### src/rtl/calc_pkg.sv
// Shared constants for the calculator answer engine: opcodes, FSM state
// encoding and the iteration count of the sequential multiplier/divider.
package calc_pkg;

    localparam int unsigned DATA_W     = 16;
    localparam int unsigned ANS_W      = 32;
    localparam int unsigned ITER_COUNT = 16;
    localparam int unsigned CNT_W      = $clog2(ITER_COUNT);

    localparam logic [2:0] OP_ADD = 3'b000;
    localparam logic [2:0] OP_SUB = 3'b001;
    localparam logic [2:0] OP_MUL = 3'b010;
    localparam logic [2:0] OP_DIV = 3'b011;
    localparam logic [2:0] OP_AND = 3'b100;
    localparam logic [2:0] OP_OR  = 3'b101;
    localparam logic [2:0] OP_XOR = 3'b110;
    localparam logic [2:0] OP_SHL = 3'b111;

    typedef enum logic [1:0] {
        ST_IDLE = 2'b00,
        ST_CALC = 2'b01,
        ST_DONE = 2'b10
    } state_t;

endpackage

### src/rtl/calc_seq_muldiv.sv
// Iterative 16x16 shift-add multiplier and restoring divider, one bit per step.
// Configuration: divider datapath present only when CALC_DIV_EN is defined.
// Ports:
//   clk, rst      clock, synchronous active-high reset
//   a, b          operands captured on load (mul: a*b, div: a/b)
//   op_div        select divide (captured on load)
//   load          capture operands, clear iteration counter
//   step          advance one iteration
//   result        value the datapath holds after the current step completes
//                 (combinational look-ahead so the caller can latch it on the
//                 final step edge); mul: product, div: {quotient, remainder}
//   last          current step is the final iteration
module calc_seq_muldiv
    import calc_pkg::*;
(
    input  logic                clk,
    input  logic                rst,
    input  logic [DATA_W-1:0]   a,
    input  logic [DATA_W-1:0]   b,
    input  logic                op_div,
    input  logic                load,
    input  logic                step,
    output logic [ANS_W-1:0]    result,
    output logic                last
);

    logic [DATA_W-1:0] a_q;
    logic [DATA_W-1:0] hi_q;
    logic [DATA_W-1:0] lo_q;
    logic [CNT_W-1:0]  cnt_q;
    logic [DATA_W-1:0] hi_d;
    logic [DATA_W-1:0] lo_d;

    // Multiply step: add multiplicand when multiplier LSB set, shift right.
    logic [DATA_W:0]   mul_sum;
    logic [DATA_W-1:0] mul_hi;
    logic [DATA_W-1:0] mul_lo;

    always_comb begin
        mul_sum = {1'b0, hi_q} + (lo_q[0] ? {1'b0, a_q} : (DATA_W+1)'(0));
        mul_hi  = mul_sum[DATA_W:1];
        mul_lo  = {mul_sum[0], lo_q[DATA_W-1:1]};
    end

`ifdef CALC_DIV_EN
    logic [DATA_W-1:0] b_q;
    logic              div_q;
    logic [DATA_W:0]   div_sh;
    logic              div_fits;
    logic [DATA_W-1:0] div_hi;
    logic [DATA_W-1:0] div_lo;

    // Restoring divide step: shift next dividend bit into the remainder and
    // subtract the divisor when it fits. Remainder always stays below b.
    always_comb begin
        div_sh   = {hi_q, lo_q[DATA_W-1]};
        div_fits = (div_sh >= {1'b0, b_q});
        div_hi   = div_fits ? DATA_W'(div_sh - {1'b0, b_q}) : div_sh[DATA_W-1:0];
        div_lo   = {lo_q[DATA_W-2:0], div_fits};
        hi_d     = div_q ? div_hi : mul_hi;
        lo_d     = div_q ? div_lo : mul_lo;
        result   = div_q ? {div_lo, div_hi} : {mul_hi, mul_lo};
    end

    always_ff @(posedge clk) begin
        if (rst) begin
            b_q   <= '0;
            div_q <= 1'b0;
        end else if (load) begin
            b_q   <= b;
            div_q <= op_div;
        end
    end

    // Low half starts as the multiplier (mul) or the dividend (div).
    always_ff @(posedge clk) begin
        if (rst) begin
            lo_q <= '0;
        end else if (load) begin
            lo_q <= op_div ? a : b;
        end else if (step) begin
            lo_q <= lo_d;
        end
    end
`else
    logic unused_op_div;
    assign unused_op_div = op_div;

    always_comb begin
        hi_d   = mul_hi;
        lo_d   = mul_lo;
        result = {mul_hi, mul_lo};
    end

    always_ff @(posedge clk) begin
        if (rst) begin
            lo_q <= '0;
        end else if (load) begin
            lo_q <= b;
        end else if (step) begin
            lo_q <= lo_d;
        end
    end
`endif

    // Working operand, high half and iteration counter.
    always_ff @(posedge clk) begin
        if (rst) begin
            a_q   <= '0;
            hi_q  <= '0;
            cnt_q <= '0;
        end else if (load) begin
            a_q   <= a;
            hi_q  <= '0;
            cnt_q <= '0;
        end else if (step) begin
            hi_q  <= hi_d;
            cnt_q <= cnt_q + CNT_W'(1);
        end
    end

    assign last = (cnt_q == CNT_W'(ITER_COUNT - 1));

endmodule

### src/rtl/calc_answer_engine.sv
// Calculator answer engine: captures operands/opcode from the switches,
// computes on a rising IN_compute edge and holds the answer for display.
// Configuration: define CALC_DIV_EN to include the divider; otherwise
// opcode 011 reports an error.
// Ports:
//   clk, rst                 clock, synchronous active-high reset
//   IN_switches[15:0]        operand / opcode source
//   IN_store_num1/num2/operation  level store strobes (honoured in IDLE)
//   IN_compute               level, high while the answer stage is shown
//   OUT_answer[31:0]         result
//   OUT_valid/busy/error     DONE state, CALC state, div-by-zero/disabled op
module calc_answer_engine
    import calc_pkg::*;
(
    input  logic              clk,
    input  logic              rst,
    input  logic [15:0]       IN_switches,
    input  logic              IN_store_num1,
    input  logic              IN_store_num2,
    input  logic              IN_store_operation,
    input  logic              IN_compute,
    output logic [31:0]       OUT_answer,
    output logic              OUT_valid,
    output logic              OUT_busy,
    output logic              OUT_error
);

    state_t            state_q;
    state_t            state_d;
    logic [DATA_W-1:0] num1_q;
    logic [DATA_W-1:0] num2_q;
    logic [2:0]        op_q;
    logic              compute_q;
    logic              start;
    logic              div_ok;
    logic [ANS_W-1:0]  alu_result;
    logic [ANS_W-1:0]  answer_d;
    logic              error_d;
    logic              md_load;
    logic              md_step;
    logic [ANS_W-1:0]  md_result;
    logic              md_last;

    assign start = IN_compute & ~compute_q;

`ifdef CALC_DIV_EN
    assign div_ok = (num2_q != '0);
`else
    assign div_ok = 1'b0;
`endif

    // Single-cycle operations.
    always_comb begin
        alu_result = '0;
        case (op_q)
            OP_ADD:  alu_result = ANS_W'({1'b0, num1_q} + {1'b0, num2_q});
            OP_SUB:  alu_result = ANS_W'(num1_q) - ANS_W'(num2_q);
            OP_AND:  alu_result = ANS_W'(num1_q & num2_q);
            OP_OR:   alu_result = ANS_W'(num1_q | num2_q);
            OP_XOR:  alu_result = ANS_W'(num1_q ^ num2_q);
            OP_SHL:  alu_result = ANS_W'(num1_q) << num2_q[3:0];
            default: alu_result = '0;
        endcase
    end

    calc_seq_muldiv u_muldiv (
        .clk    (clk),
        .rst    (rst),
        .a      (num1_q),
        .b      (num2_q),
        .op_div (op_q == OP_DIV),
        .load   (md_load),
        .step   (md_step),
        .result (md_result),
        .last   (md_last)
    );

    // Next-state and answer/error update.
    always_comb begin
        state_d  = state_q;
        answer_d = OUT_answer;
        error_d  = OUT_error;
        md_load  = 1'b0;
        md_step  = 1'b0;
        case (state_q)
            ST_IDLE: begin
                if (start) begin
                    if (op_q == OP_MUL || (op_q == OP_DIV && div_ok)) begin
                        state_d = ST_CALC;
                        md_load = 1'b1;
                        error_d = 1'b0;
                    end else if (op_q == OP_DIV) begin
                        state_d  = ST_DONE;
                        answer_d = '0;
                        error_d  = 1'b1;
                    end else begin
                        state_d  = ST_DONE;
                        answer_d = alu_result;
                        error_d  = 1'b0;
                    end
                end
            end
            ST_CALC: begin
                // Dropping IN_compute aborts and leaves the old answer in place.
                if (!IN_compute) begin
                    state_d = ST_IDLE;
                end else begin
                    md_step = 1'b1;
                    if (md_last) begin
                        state_d  = ST_DONE;
                        answer_d = md_result;
                    end
                end
            end
            ST_DONE: begin
                if (!IN_compute) begin
                    state_d = ST_IDLE;
                end
            end
            default: state_d = ST_IDLE;
        endcase
    end

    // State, flags and answer registers.
    always_ff @(posedge clk) begin
        if (rst) begin
            state_q    <= ST_IDLE;
            compute_q  <= 1'b0;
            OUT_answer <= '0;
            OUT_valid  <= 1'b0;
            OUT_busy   <= 1'b0;
            OUT_error  <= 1'b0;
        end else begin
            state_q    <= state_d;
            compute_q  <= IN_compute;
            OUT_answer <= answer_d;
            OUT_valid  <= (state_d == ST_DONE);
            OUT_busy   <= (state_d == ST_CALC);
            OUT_error  <= error_d;
        end
    end

    // Operand capture; a start on the same edge wins over any store.
    always_ff @(posedge clk) begin
        if (rst) begin
            num1_q <= '0;
            num2_q <= '0;
            op_q   <= OP_ADD;
        end else if (state_q == ST_IDLE && !start) begin
            if (IN_store_num1)      num1_q <= IN_switches;
            if (IN_store_num2)      num2_q <= IN_switches;
            if (IN_store_operation) op_q   <= IN_switches[2:0];
        end
    end

endmodule

### config.mk
export PLATFORM = sky130hd
export DESIGN_NAME = calc_answer_engine
export DESIGN_NICKNAME = d
export VERILOG_FILES = /design/src/rtl/calc_pkg.sv /design/src/rtl/calc_seq_muldiv.sv /design/src/rtl/calc_answer_engine.sv
export SDC_FILE = /design/constraint.sdc
export NUM_CORES = 1
export LEC_CHECK = 0
export ABC_AREA = 1
export CAP_MARGIN = 0
export CORE_ASPECT_RATIO = 1.4
export CORE_UTILIZATION = 40
export DETAILED_ROUTE_END_ITERATION = 16
export GPL_TIMING_DRIVEN = 0
export PLACE_DENSITY_LB_ADDON = 0.1
export SYNTH_ARGS = -nofsm -noshare
export SYNTH_HDL_FRONTEND = slang
export SYNTH_SLANG_ARGS = --single-unit
### constraint.sdc
create_clock -name clk -period 2.45 [get_ports clk]
set_input_delay 0.49 -clock clk [delete_from_list [all_inputs] [get_ports clk]]
set_output_delay 0.49 -clock clk [all_outputs]
set_load 0.02 [all_outputs]
==> metrics.yaml <==
placement:
  place_congestion: 0.9794
  numPortBuffers: 55
  dpl_cell_area_sq_mm: 0.01045
  pre_cts_slack_ns: -0.6865
  dp_hpwl_mm: 31.01
  place_inst: 1868
setup_path:
  critPathKind: "reg2reg"
  r2r-end: "OUT_answer[27]$_SDFFE_PP0P_"
  ff2ff_path_depth: 13
  crit_required_ns: 2.80
  r2r-start: "u_muldiv.lo_q[0]$_SDFFE_PP0P_"
  cp_max_fo: 10
  arrival_ns: 2.72
  start_kind: "flop"
  max_stage_delay_ns: 0.41
  path_buf_inv: 3
  critPathTopFamily: "compound AO/OA/AOI/OAI gates"
  cp_common_cell: "nand2_1"
  path_cells: "clkbuf_4 -> nand2_1 -> inv_1 -> ha_1 -> a21oi_1 -> o21ai_0 -> nand2_1 -> nand3_1 -> xor2_2 -> nand2_1 -> nand2_1 -> inv_1 -> a21oi_1"
  cp-end-kind: "flop"
  r2r_setup_slack_ns: 0.08
  critPathSlowestCell: "dfxtp_4"
sta:
  post-route-period-util_pct: 96.68
  clock.fmax_ghz: 0.4222
  rsz0062_at_grt: "yes"
  worst_slew_pin_slew_ns: 0.7870
  maxSlewViolCount: 0
  finalHoldViolCount: 0
  relSlewSlack_pct: 47.53
  setup_viol_count_final: 0
  finalCriticalPeriod_ns: 2.369
  setup_ws_ns: 0.08129
  skew_ns: 0.009100
cells_and_area:
  num_antenna_cells: 0
  nNetsFinal: 1681
  drive_gt1_share_pct: 12.39
  final_cells: 1904
  final_area_sq_mm: 0.01133
  syn_to_final_growth_pct: 19.05
  fill_cells: 2523
global_routing:
  grt_overflow: 0
  grt_pass1_vias: 10040
  grt_pass1_wl_mm: 57.34
  grt_usage_pct: 31.37
  antenna_found_initial: 0
  grt_max_degree: 17
synth:
  yosysSeqAreaShare_pct: 26.30
  synthCells: 1507
  synth-edff-count: 0
  ys_types: 46
  avgSynthCellArea_sq_um: 6.315
  syn_area_sq_mm: 0.009517
  ys_warn_count: 0
  ys.flop_type: "dfxtp_1"
  async_flop_share_pct: 0
  synth_seq_cells: 125
  synth_nets: 1603
hold_path:
  min_from: "rst"
  holdPathEnd: "u_muldiv.lo_q[7]$_SDFFE_PP0P_"
  hold_depth: 2
  holdCritPathClass: "in2reg"
detailed_routing:
  drt_wl_total_mm: 38.01
  drc: 0
  drt-wirelength-per-cell_um: 19.96
  num_vias: 10440
  ant_nets: 0
  firstDrtPassIters: 7
  drt_iter0_markers: 756
  vias_per_cell: 5.485
clocking:
  clkSinkCount: 125
  clockRootBuffer: "clkbuf_16"
  insertion_delay_ns: 0.42
  clockBufferDepth: 2
  cts_tree: "done"
  htreeDepth: 4
  clk_pin_slew_ns: 0.06
  cts_buffers: 17
run:
  cap_violations: 0
outcome:
  outcome: "finished clean"
floorplanning:
  die_area_sq_mm: 0.02442
  row_count: 66
  core_sq_mm: 0.02329
  start_util_pct: 40.87
  io_pins: 57
  die_h_um: 184.5
  die_w_um: 132.4
pwr:
  power_mw: 6.963
  irDropWorstVdd_v: 0.0003495
  power_density_mw_per_mm2: 614.6
  leakagePower_nw: 5.322
registers in the layout, indices dropped and copies added (netlist names):
name and cells:
compute_q 1, u_muldiv.hi_q 16, num2_q 16, OUT_valid 1, u_muldiv.a_q 16, OUT_error 1
u_muldiv.lo_q 16, state_q 2, OUT_answer 32, u_muldiv.cnt_q 4, num1_q 16, op_q 3
OUT_busy 1
synthesized netlist by cell type (8+ instances only):
library cell	instances	area, sq um
nand2_1	388	1456
a21oi_1	179	895.9
inv_1	179	671.9
o21ai_0	127	635.6
dfxtp_1	125	2502
nand3_1	122	610.6
nor2_1	88	330.3
ha_1	71	888.4
buf_2	35	175.2
clkbuf_1	28	105.1
nand4_1	17	106.4
o211ai_1	17	127.6
inv_2	12	45.04
a221oi_2	9	135.1
o22ai_1	9	56.30
buf_4	8	60.06
o21ai_1	8	40.04
power breakdown:
part / switching (mW) / internal, mW / leakage (nW)
clock: 1.00 / 1.55 / 0.281
combinational: 1.41 / 0.700 / 4.01
sequential: 0.126 / 2.18 / 1.03
placed cells by master, fill, tap and decap left out, types with 5 or more instances in the layout:
| cell | count |
|---|---|
| buf_6 | 5 |
| clkdlybuf4s50_1 | 55 |
| o22ai_1 | 9 |
| buf_4 | 15 |
| nor2_1 | 82 |
| nor2_2 | 11 |
| a21oi_2 | 10 |
| clkbuf_16 | 17 |
| nor3_1 | 5 |
| o21ai_0 | 121 |
| inv_2 | 28 |
| inv_1 | 163 |
| nand4_1 | 17 |
| nand2_1 | 379 |
| o211ai_1 | 17 |
| clkbuf_1 | 25 |
| a221oi_2 | 9 |
| nand3_2 | 11 |
| a31oi_1 | 5 |
| o21ai_1 | 13 |
| dfxtp_1 | 110 |
| a21oi_1 | 169 |
| nand3_1 | 116 |
| buf_2 | 30 |
| dfxtp_2 | 13 |
| buf_1 | 6 |
| nand2_2 | 9 |
| o2111ai_1 | 6 |
| a221oi_1 | 6 |
| ha_1 | 67 |
logic make-up after synthesis:
group                    share of synthesized area [%]
AND/OR/NAND/NOR                                  28.73
AO/OA/AOI/OAI                                    22.18
buffers and inverters                            11.78
flip-flops                                       26.30
adder cells (fa/ha/maj)                          9.966
XOR/XNOR                                        0.7363
multiplexers                                    0.3156
metal layers:
metal / up-vias / part of all wire (%) / GRT usage [%]
met5: - / 0 / 0
met4: 0 / 5.2 / 17.70
met3: 90 / 4.2 / 3.245
met2: 323 / 52 / 58.99
met1: 4889 / 39 / 34.08
li1: 5142 / - / -
per-stage QoR:
stage,utilization (%),hold slack [ns],setup TNS [ns]
final,48.65,0.3792,0
after global routing,48.65,0.3776,-0.09319
after CTS,47.79,0.3655,0
after detailed placement,44.87,0.4705,-20.41
after global placement,44.87,0.4670,-19.72
after floorplan,-,0.4453,0
how the worst max path moves through the flow:
| stage | from | to | slack [ns] | depth (start not counted) |
|---|---|---|---|---|
| final | u_muldiv.lo_q[0]$_SDFFE_PP0P_ | OUT_answer[27]$_SDFFE_PP0P_ | 0.08 | 13 |
| after global routing | u_muldiv.lo_q[0]$_SDFFE_PP0P_ | OUT_answer[31]$_SDFFE_PP0P_ | -0.03 | 12 |
| after CTS | num1_q[0]$_SDFFE_PP0P_ | OUT_answer[18]$_SDFFE_PP0P_ | 0.003 | 14 |
| after detailed placement | num2_q[2]$_SDFFE_PP0P_ | OUT_answer[16]$_SDFFE_PP0P_ | -0.69 | 14 |
| after global placement | num2_q[2]$_SDFFE_PP0P_ | OUT_answer[16]$_SDFFE_PP0P_ | -0.70 | 14 |
| after floorplan | num2_q[2]$_SDFFE_PP0P_ | OUT_answer[18]$_SDFFE_PP0P_ | 0.23 | 15 |
worst reg2reg max path: stages (launching register included):
cell and delay, ns:
dfxtp_4 0.41, clkbuf_4 0.23, nand2_1 0.07, inv_1 0.07
ha_1 0.28, a21oi_1 0.31, o21ai_0 0.13, nand2_1 0.07
nand3_1 0.17, xor2_2 0.23, nand2_1 0.09, nand2_1 0.08
inv_1 0.04, a21oi_1 0.12
layout make-up:
type                    count  area [sq um]  share of cell area (%)
plain buffers              78         412.9                   3.644
clock buffers              19         452.9                   3.998
clock inverters            13         140.1                   1.237
inverters                 193         729.5                   6.438
multi-input cells        1109          6090                   53.75
flip-flops and latches    125          2526                   22.30
well taps                 306         382.9                   3.379
repair buffers             61         595.6                   5.257
repair_timing:
item | CTS | global route
setup buffers | 0 | 5
cloned | 0 | 1
endpoints found under the setup margin | 41 | 31
pin swaps | 2 | 6
hold buffers | 0 | 0
resized for setup | 34 | 68
No activity file was read; power rests on OpenSTA's default activity.
